<file path="src/rtl/program_sequencer.sv">
// program_sequencer: two-cycle fetch/execute controller owning the PC and return stack.
// Optional SEQ_STACK_GUARD_EN turns stack overflow/underflow into a sticky fault.
module program_sequencer #(
    parameter int                ADDR_W      = 16,
    parameter int                STACK_DEPTH = 8,
    parameter logic [ADDR_W-1:0] RESET_PC    = '0
) (
    input  logic                        clk,
    input  logic                        reset,
    input  logic                        run,
    input  logic                        step,
    input  logic [15:0]                 instr,
    input  logic [ADDR_W-1:0]           target,
    input  logic                        cond,
    output logic [ADDR_W-1:0]           pc,
    output logic                        acc_en,
    output logic                        store_en,
    output logic                        exec_valid,
    output logic [$clog2(STACK_DEPTH):0] sp,
    output logic                        halted,
    output logic                        fault
);

    localparam int IDX_W = $clog2(STACK_DEPTH);
    localparam int SP_W  = IDX_W + 1;
    localparam logic [SP_W-1:0] SP_FULL = SP_W'(STACK_DEPTH);

    typedef enum logic [2:0] {
        S_IDLE,
        S_FETCH,
        S_EXEC,
        S_HALT,
        S_FAULT
    } state_t;

    state_t              state_q, state_d;
    logic [ADDR_W-1:0]   pc_q, pc_d;
    logic [SP_W-1:0]     sp_q, sp_d;
    logic                oneshot_q, oneshot_d;
    logic                halted_q, halted_d;
    logic [1:0]          op_q;
    logic [ADDR_W-1:0]   tgt_q;
    logic                cnd_q;
    logic [ADDR_W-1:0]   stack_q [STACK_DEPTH];

    logic                push;
    logic [ADDR_W-1:0]   ret_addr;
    logic [IDX_W-1:0]    wr_idx;
    logic [IDX_W-1:0]    rd_idx;
    logic [SP_W-1:0]     sp_m1;
    logic                full;
    logic                empty;
    logic                op_acc;
    logic                op_call;
    logic                op_store;
    logic                op_ret;
    logic                unused_instr;

`ifdef SEQ_STACK_GUARD_EN
    logic                fault_q, fault_d;
`endif

    assign unused_instr = ^instr[13:0];

    assign op_acc   = (op_q == 2'b00);
    assign op_call  = (op_q == 2'b01);
    assign op_store = (op_q == 2'b10);
    assign op_ret   = (op_q == 2'b11);

    // Index wraps modulo depth, so a push when full lands on the oldest slot
    // and a pop when empty reads the top slot.
    assign sp_m1    = sp_q - SP_W'(1);
    assign wr_idx   = sp_q[IDX_W-1:0];
    assign rd_idx   = sp_m1[IDX_W-1:0];
    assign full     = (sp_q == SP_FULL);
    assign empty    = (sp_q == '0);
    assign ret_addr = pc_q + ADDR_W'(1) + ADDR_W'(cnd_q);

    always_comb begin
        state_d   = state_q;
        pc_d      = pc_q;
        sp_d      = sp_q;
        oneshot_d = oneshot_q;
        halted_d  = halted_q;
        push      = 1'b0;
`ifdef SEQ_STACK_GUARD_EN
        fault_d   = fault_q;
`endif
        unique case (state_q)
            S_IDLE: begin
                if (run) begin
                    state_d = S_FETCH;
                end else if (step) begin
                    state_d   = S_FETCH;
                    oneshot_d = 1'b1;
                end
            end
            S_FETCH: begin
                state_d = S_EXEC;
            end
            S_EXEC: begin
                state_d   = (run && !oneshot_q) ? S_FETCH : S_IDLE;
                oneshot_d = 1'b0;
                unique case (1'b1)
                    op_acc, op_store: begin
                        pc_d = pc_q + ADDR_W'(1);
                    end
                    op_call: begin
                        if (tgt_q == pc_q) begin
                            state_d  = S_HALT;
                            halted_d = 1'b1;
                        end
`ifdef SEQ_STACK_GUARD_EN
                        else if (full) begin
                            state_d = S_FAULT;
                            fault_d = 1'b1;
                        end
`endif
                        else begin
                            push = 1'b1;
                            pc_d = tgt_q;
                            sp_d = full ? sp_q : sp_q + SP_W'(1);
                        end
                    end
                    op_ret: begin
`ifdef SEQ_STACK_GUARD_EN
                        if (empty) begin
                            state_d = S_FAULT;
                            fault_d = 1'b1;
                        end else begin
                            pc_d = stack_q[rd_idx];
                            sp_d = sp_m1;
                        end
`else
                        pc_d = stack_q[rd_idx];
                        sp_d = empty ? sp_q : sp_m1;
`endif
                    end
                    default: ;
                endcase
            end
            S_HALT, S_FAULT: ;
            default: begin
                state_d = S_IDLE;
            end
        endcase
    end

    always_ff @(posedge clk) begin
        if (!reset) begin
            state_q   <= S_IDLE;
            pc_q      <= RESET_PC;
            sp_q      <= '0;
            oneshot_q <= 1'b0;
            halted_q  <= 1'b0;
            op_q      <= 2'b00;
            tgt_q     <= '0;
            cnd_q     <= 1'b0;
        end else begin
            state_q   <= state_d;
            pc_q      <= pc_d;
            sp_q      <= sp_d;
            oneshot_q <= oneshot_d;
            halted_q  <= halted_d;
            if (state_q == S_FETCH) begin
                op_q  <= instr[15:14];
                tgt_q <= target;
                cnd_q <= cond;
            end
        end
    end

`ifdef SEQ_STACK_GUARD_EN
    always_ff @(posedge clk) begin
        if (!reset) begin
            fault_q <= 1'b0;
        end else begin
            fault_q <= fault_d;
        end
    end

    assign fault = fault_q;
`else
    assign fault = 1'b0;
`endif

    always_ff @(posedge clk) begin
        if (reset && push) begin
            stack_q[wr_idx] <= ret_addr;
        end
    end

    assign pc         = pc_q;
    assign sp         = sp_q;
    assign halted     = halted_q;
    assign exec_valid = (state_q == S_EXEC);
    assign acc_en     = (state_q == S_EXEC) && op_acc;
    assign store_en   = (state_q == S_EXEC) && op_store;

endmodule
</file>
<file path="config.mk">
export PLATFORM = sky130hd
export DESIGN_NAME = program_sequencer
export DESIGN_NICKNAME = d
export VERILOG_FILES = /design/src/rtl/program_sequencer.sv
export SDC_FILE = /design/constraint.sdc
export NUM_CORES = 1
export LEC_CHECK = 0
export CAP_MARGIN = 10
export CORE_ASPECT_RATIO = 1.25
export CORE_MARGIN = 2
export CORE_UTILIZATION = 39
export DETAILED_ROUTE_END_ITERATION = 7
export DONT_BUFFER_PORTS = 1
export PLACE_DENSITY = 0.64
export REMOVE_ABC_BUFFERS = 1
export SLEW_MARGIN = 20
export SYNTH_ARGS = -nofsm -noshare
export SYNTH_HDL_FRONTEND = slang
export SYNTH_SLANG_ARGS = --single-unit
</file>
<file path="constraint.sdc">
create_clock -name clk -period 7.9 [get_ports clk]
set_input_delay 1.185 -clock clk [delete_from_list [all_inputs] [get_ports clk]]
set_output_delay 1.185 -clock clk [all_outputs]
set_load 0.01 [all_outputs]
</file>
# Yosys cells after proc, flatten, opt, wreduce, memory -nomap -nowiden
# Memory sizes are Yosys's and may differ from the RTL's.
# Index checks and enable logic that the tools add are counted.
[totals]
latch_bits = 0
ff_bits = 44
wordCells = 67
mem_bits_ro = 0
mem_count = 1
mem_bits_rw = 128
output_inout_bits = 25
input_bits = 37
[mem_list]
columns = ["memory", "words", "width", "read_ports", "rd_ports_with_merged_regs", "write_ports", "line_no", "rtl"]
rows = [
  ["stack_q", 8, 16, 1, 0, 1, "44", "logic [ADDR_W-1:0] stack_q [STACK_DEPTH];"],
]
[op_classes]
magnitude_cmp = 0
n_bitwise = 1
eq_ne = 15
reduce_logical = 18
n_mul = 0
shifts = 0
div_mod_pow = 0
addsub = 4
n_mux = 20
[ops]
columns = ["operator", "count"]
rows = [
  ["$pmux W16 S3", 1],
  ["$add A16 B1 Y16", 1],
  ["$add A16 B1 Y16 const B", 1],
  ["$eq A16 B16 Y1", 1],
  ["$mux W16", 1],
  ["$mux W4", 3],
  ["$pmux W3 S4", 1],
  ["$ne A2 B2 Y1 const B", 5],
  ["$reduce_and A3 Y1", 3],
  ["$mux W1", 8],
  ["$pmux W4 S2", 1],
  ["$eq A3 B2 Y1 const B", 2],
  ["$mux W3", 2],
  ["$reduce_and A5 Y1", 1],
  ["$add A4 B1 Y4 const B", 1],
  ["$eq A2 B2 Y1 const B", 2],
  ["$eq A4 B4 Y1 const B", 1],
  ["$logic_and A1 B1 Y1", 4],
  ["$logic_not A4 Y1", 1],
  ["$mux W2", 2],
  ["$reduce_bool A2 Y1", 2],
  ["$reduce_or A2 Y1", 2],
  ["$sub A4 B1 Y4 const B", 1],
  ["$eq A3 B1 Y1 const B", 1],
  ["10 further kinds", 10],
]

# Logic depth before layout (Yosys ltp)
[depth]
ltp_word = 7
depth_mapped = 12
ltp_nobuf = 8

# Least setup slack after synthesis
# Ideal clock, no wire load.
[synth_path]
path_kind = "input port to flip-flop"
startpoint = "input port reset"
endpoint = "memory stack_q[0][0] (enable)"
required_ns = 7.487
cell_stages = 3
slack_ns = 4.731
setup_ns = 0.413
arrival_time_ns = 2.756
n_path_buf = 0
path_cell_list = "and4_1 -> and2_1 -> nor3b_1"
[synth_between]
elab_chain_cells = 3
[synth_lines]
columns = ["element", "line_no", "rtl"]
rows = [
  ["start: declaration", "9", "input logic reset,"],
  ["$logic_and A1 B1 Y1", "188", "if (reset && push) begin"],
  ["$mux W1", "188", ""],
  ["$mux W1 (not written as such)", "189", "stack_q[wr_idx] <= ret_addr;"],
  ["end: declaration", "44", ""],
]
# No other way between the ends.

# Final worst setup path
[layout_path]
startpoint = "register state_q[1]"
endpoint = "output port store_en"
[layout_between]
elab_chain_cells = 2
[layout_lines]
columns = ["element", "line_no", "rtl"]
rows = [
  ["start: declaration", "36", "state_t state_q, state_d;"],
  ["start signal: assignment", "160", "state_q <= state_d;"],
  ["$eq A3 B2 Y1", "n/a", ""],
  ["via exec_valid", "18", "output logic exec_valid,"],
  ["$logic_and A1 B1 Y1", "198", "assign store_en = (state_q == S_EXEC) && op_store;"],
  ["end: declaration", "17", "output logic store_en,"],
]
# The timed path passes the listed nets, and every way through them passes these cells.

==> impl_results.md <==
* Outcome: finished clean
* # diodes at 0
* Post-Synth Adder-Cell Area at 0.9548%
* Clk slew on worst S/H paths at 0.06 ns
* Routability cong. at 0.8558
* Synth Area in Compound Gates at 9.357%
* GRT Util Overall at 18.12%
* Ys flop type: edfxtp_1
* Residual DRC at 0
* CORE AREA at 19960 um2
* Fin nets at 608
* First-pass GRT wire length at 27900 um
* Starting DRC count in detailed routing at 413
* Leakage at 0.002933 uW
* CP required at 6.71 ns
* Yosys cell types at 67
* Multiplexer share of the synthesized area at 10.06%
* Crit path from: state_q[1]
* Postcts setup bufs at 0
* Syn avg cell area at 13.60 um2
* Critical path arrival at 2.00 ns
* Die height at 162.7 um
* Antenna violations before repair at 0
* Synthesis-to-layout area growth at 10.15%
* Setup TNS at 0 ns
* Routed length on met2 at 9455 um
* Mapped Cells at 578
* Most common cell in the netlist: edfxtp_1
* VDD IR max at 0.0001564 V
* Die width at 131.0 um
* Worst R2R End: pc[0]
* Cts bufs inserted at 17
* RSZ-0062 raised after global routing: false
* Routed Antenna Nets at 0
* P_sw at 443.7 uW
* Worst R2R Start: sp[0]
* Post-synth top cells: edfxtp_1, nand2_1, dfxtp_1
* Yosys top cell area share at 48.89%
* Total clock sinks at 171
* Layout cell share with drive strength beyond 1 at 17.99%
* Minimum clock period at 3.182 ns
* Clock Skew at 0.008471 ns
* Worst Max-Slew Pin Slew at 1.101 ns
* WL met1 at 7522 um
* Comb power frac at 5.9%
* Synth top area cells: edfxtp_1, dfxtp_1, mux4_2
* Clock latency at the later pin of the worst-skew pair at 0.43 ns
* Longest Clk Path Bufs at 2
* Post-synth EDFFs at 128
* Mean routed wirelength per cell at 21.79 um
* Clk network pwr share at 43.3%
* R2r setup slk at 4.74 ns
* Total Die Area at 21320 um2
* Fillers at 1781
* Fraction of registers with async set/reset at 0%
* Int Pwr at 1548 uW
* Vias at 4704
* Overflow after GRT at 0
* Routed WL at 18480 um
* Finished Cell Area at 8661 um2
* Setup crit end: store_en
* Slew headroom at 26.59%
* I/O pin count at 62
* Max FO, Critical Path at 11
* Yosys top cell by area: edfxtp_1
* Setup CP Type: reg2out
* CP startpoint kind: flop
* Vias in the first global route at 4705
* Sw Share at 22.28%
* HP Class: reg2reg
* Top sig layer: met4
* Cell Area, Synth at 7863 um2
* Hold Buf Count CTS at 0
* Worst setup EP type: output pin
* P per Cell Area at 229.9 nW/um2
* Synth warn at 0
* DR pass1 iterations at 5
* Placed cell areas at 8044 um2
* Root Buffer: clkbuf_16
* Flip-flop and latch count after synthesis at 171
* # H-tree levels at 4
* Setup Viol. Count Final at 0
* Routed vias/inst at 5.547
* Final HPWL DP at 11600 um
* Fin. max-slew vios at 0
* Worst reg2reg path depth at 9
* Flop pwr share at 50.8%
* Largest family of logic cells by synthesized area: simple AND/OR/NAND/NOR gates
* Post-synthesis sequential area ratio at 59.83%
* Starting density of the core at 39.40%
* Final Hold Fails at 0
* Buffers added on ports at 0
* Largest net degree at the start of global routing at 40
* Rows at 58
* TritonCTS clock tree: done
* Simple logic cell fraction of the synthesized area at 10.95%
* Fmax at 0.3143 GHz
* Post-CTS Resized at 0
* Post-route clock period utilization at 40.28%
* Routed wl met3 at 1042 um
* Max Cap Viol at 0
* Synth Area in XOR/XNOR at 4.790%
==> stage by stage <==
| stage | utilization [%] | hold slack [ns] | setup WS (ns) | total power [uW] | cells |
|---|---|---|---|---|---|
| 2_1_floorplan | - | 0.4400 | 3.876 | 1107 | 534 |
| 3_3_place_gp | 40.31 | 0.4588 | 4.722 | 1144 | 816 |
| 3_5_place_dp | 40.31 | 0.4854 | 4.711 | 1149 | 816 |
| 4_1_cts | 43.40 | 0.4938 | 4.690 | 2005 | 848 |
| 5_1_grt | 43.40 | 0.5216 | 4.479 | 2052 | 848 |
| 6_report | 43.40 | 0.4944 | 4.718 | 1991 | 848 |
==> power by group through the flow <==
stage               clock network, uW  registers, uW  logic, uW
finish                            862           1010        117
global route                      909           1010        129
CTS                               875           1010        118
detailed placement                  0           1030        118
global placement                    0           1030        114
floorplan                           0           1020       83.5
==> worst max-delay path, stage by stage (launching register included) <==
cell	delay, ns
dfxtp_1	0.39
or2b_1	0.44
inv_1	0.44
and3_1	0.30
==> layout make-up <==
class / count / area, um2 / area share (%)
clock inverter: 8 / 103.9 / 1.199
inverter: 10 / 37.54 / 0.4334
timing repair buffer: 12 / 90.09 / 1.040
sequential: 171 / 4706 / 54.33
tap: 270 / 337.8 / 3.901
clock buffer: 24 / 513.0 / 5.923
multi-input combinational: 353 / 2873 / 33.17
==> worst min-delay path by stage <==
stage	start	end	slack [ns]	cells past startpoint
6_report	tgt_q[6]	tgt_q[6]	0.49	2
5_1_grt	tgt_q[0]	tgt_q[0]	0.52	2
4_1_cts	tgt_q[4]	tgt_q[4]	0.49	2
3_5_place_dp	tgt_q[4]	tgt_q[4]	0.49	2
3_3_place_gp	cnd_q	cnd_q	0.46	2
2_1_floorplan	cnd_q	cnd_q	0.44	2
==> layer usage <==
layer / GRT usage, % / up-vias
met2: 30.62 / 121
met1: 21.57 / 2408
met3: 5.453 / 27
met5: 0 / -
met4: 7.012 / 0
li1: - / 2148
==> flip-flops by register name (all words and copies together), names as in the netlist <==
name       flops
stack_q      128
pc            16
tgt_q         16
sp             4
op_q           2
state_q        2
cnd_q          1
halted         1
oneshot_q      1
==> kinds of logic after synthesis <==
kind of cell             after synthesis
flip-flops                           171
adder cells (fa/ha/maj)                6
other                                  1
XOR/XNOR                              40
AO/OA/AOI/OAI                        101
multiplexers                          39
buffers and inverters                 54
AND/OR/NAND/NOR                      166
==> layout by cell type (no fill, tap or decap), drive strengths merged, types with 3 or more instances in the layout <==
master   instances
a22o             6
clkbuf          24
and4             3
nor3b            3
nor3            10
nand2           70
a21oi           39
a311oi           5
mux2i            7
xor2            25
nor2            25
and2b            3
nand4            6
dfxtp           43
a22oi            9
nor4             6
inv             14
nand3            8
nor2b            7
xnor2           15
ha               6
mux4            32
buf             12
a211oi           7
edfxtp         128
o21ai           12
and3             6
nand2b           8
a2111oi          4
and2             5
No activity file was read; power rests on OpenSTA's default activity.
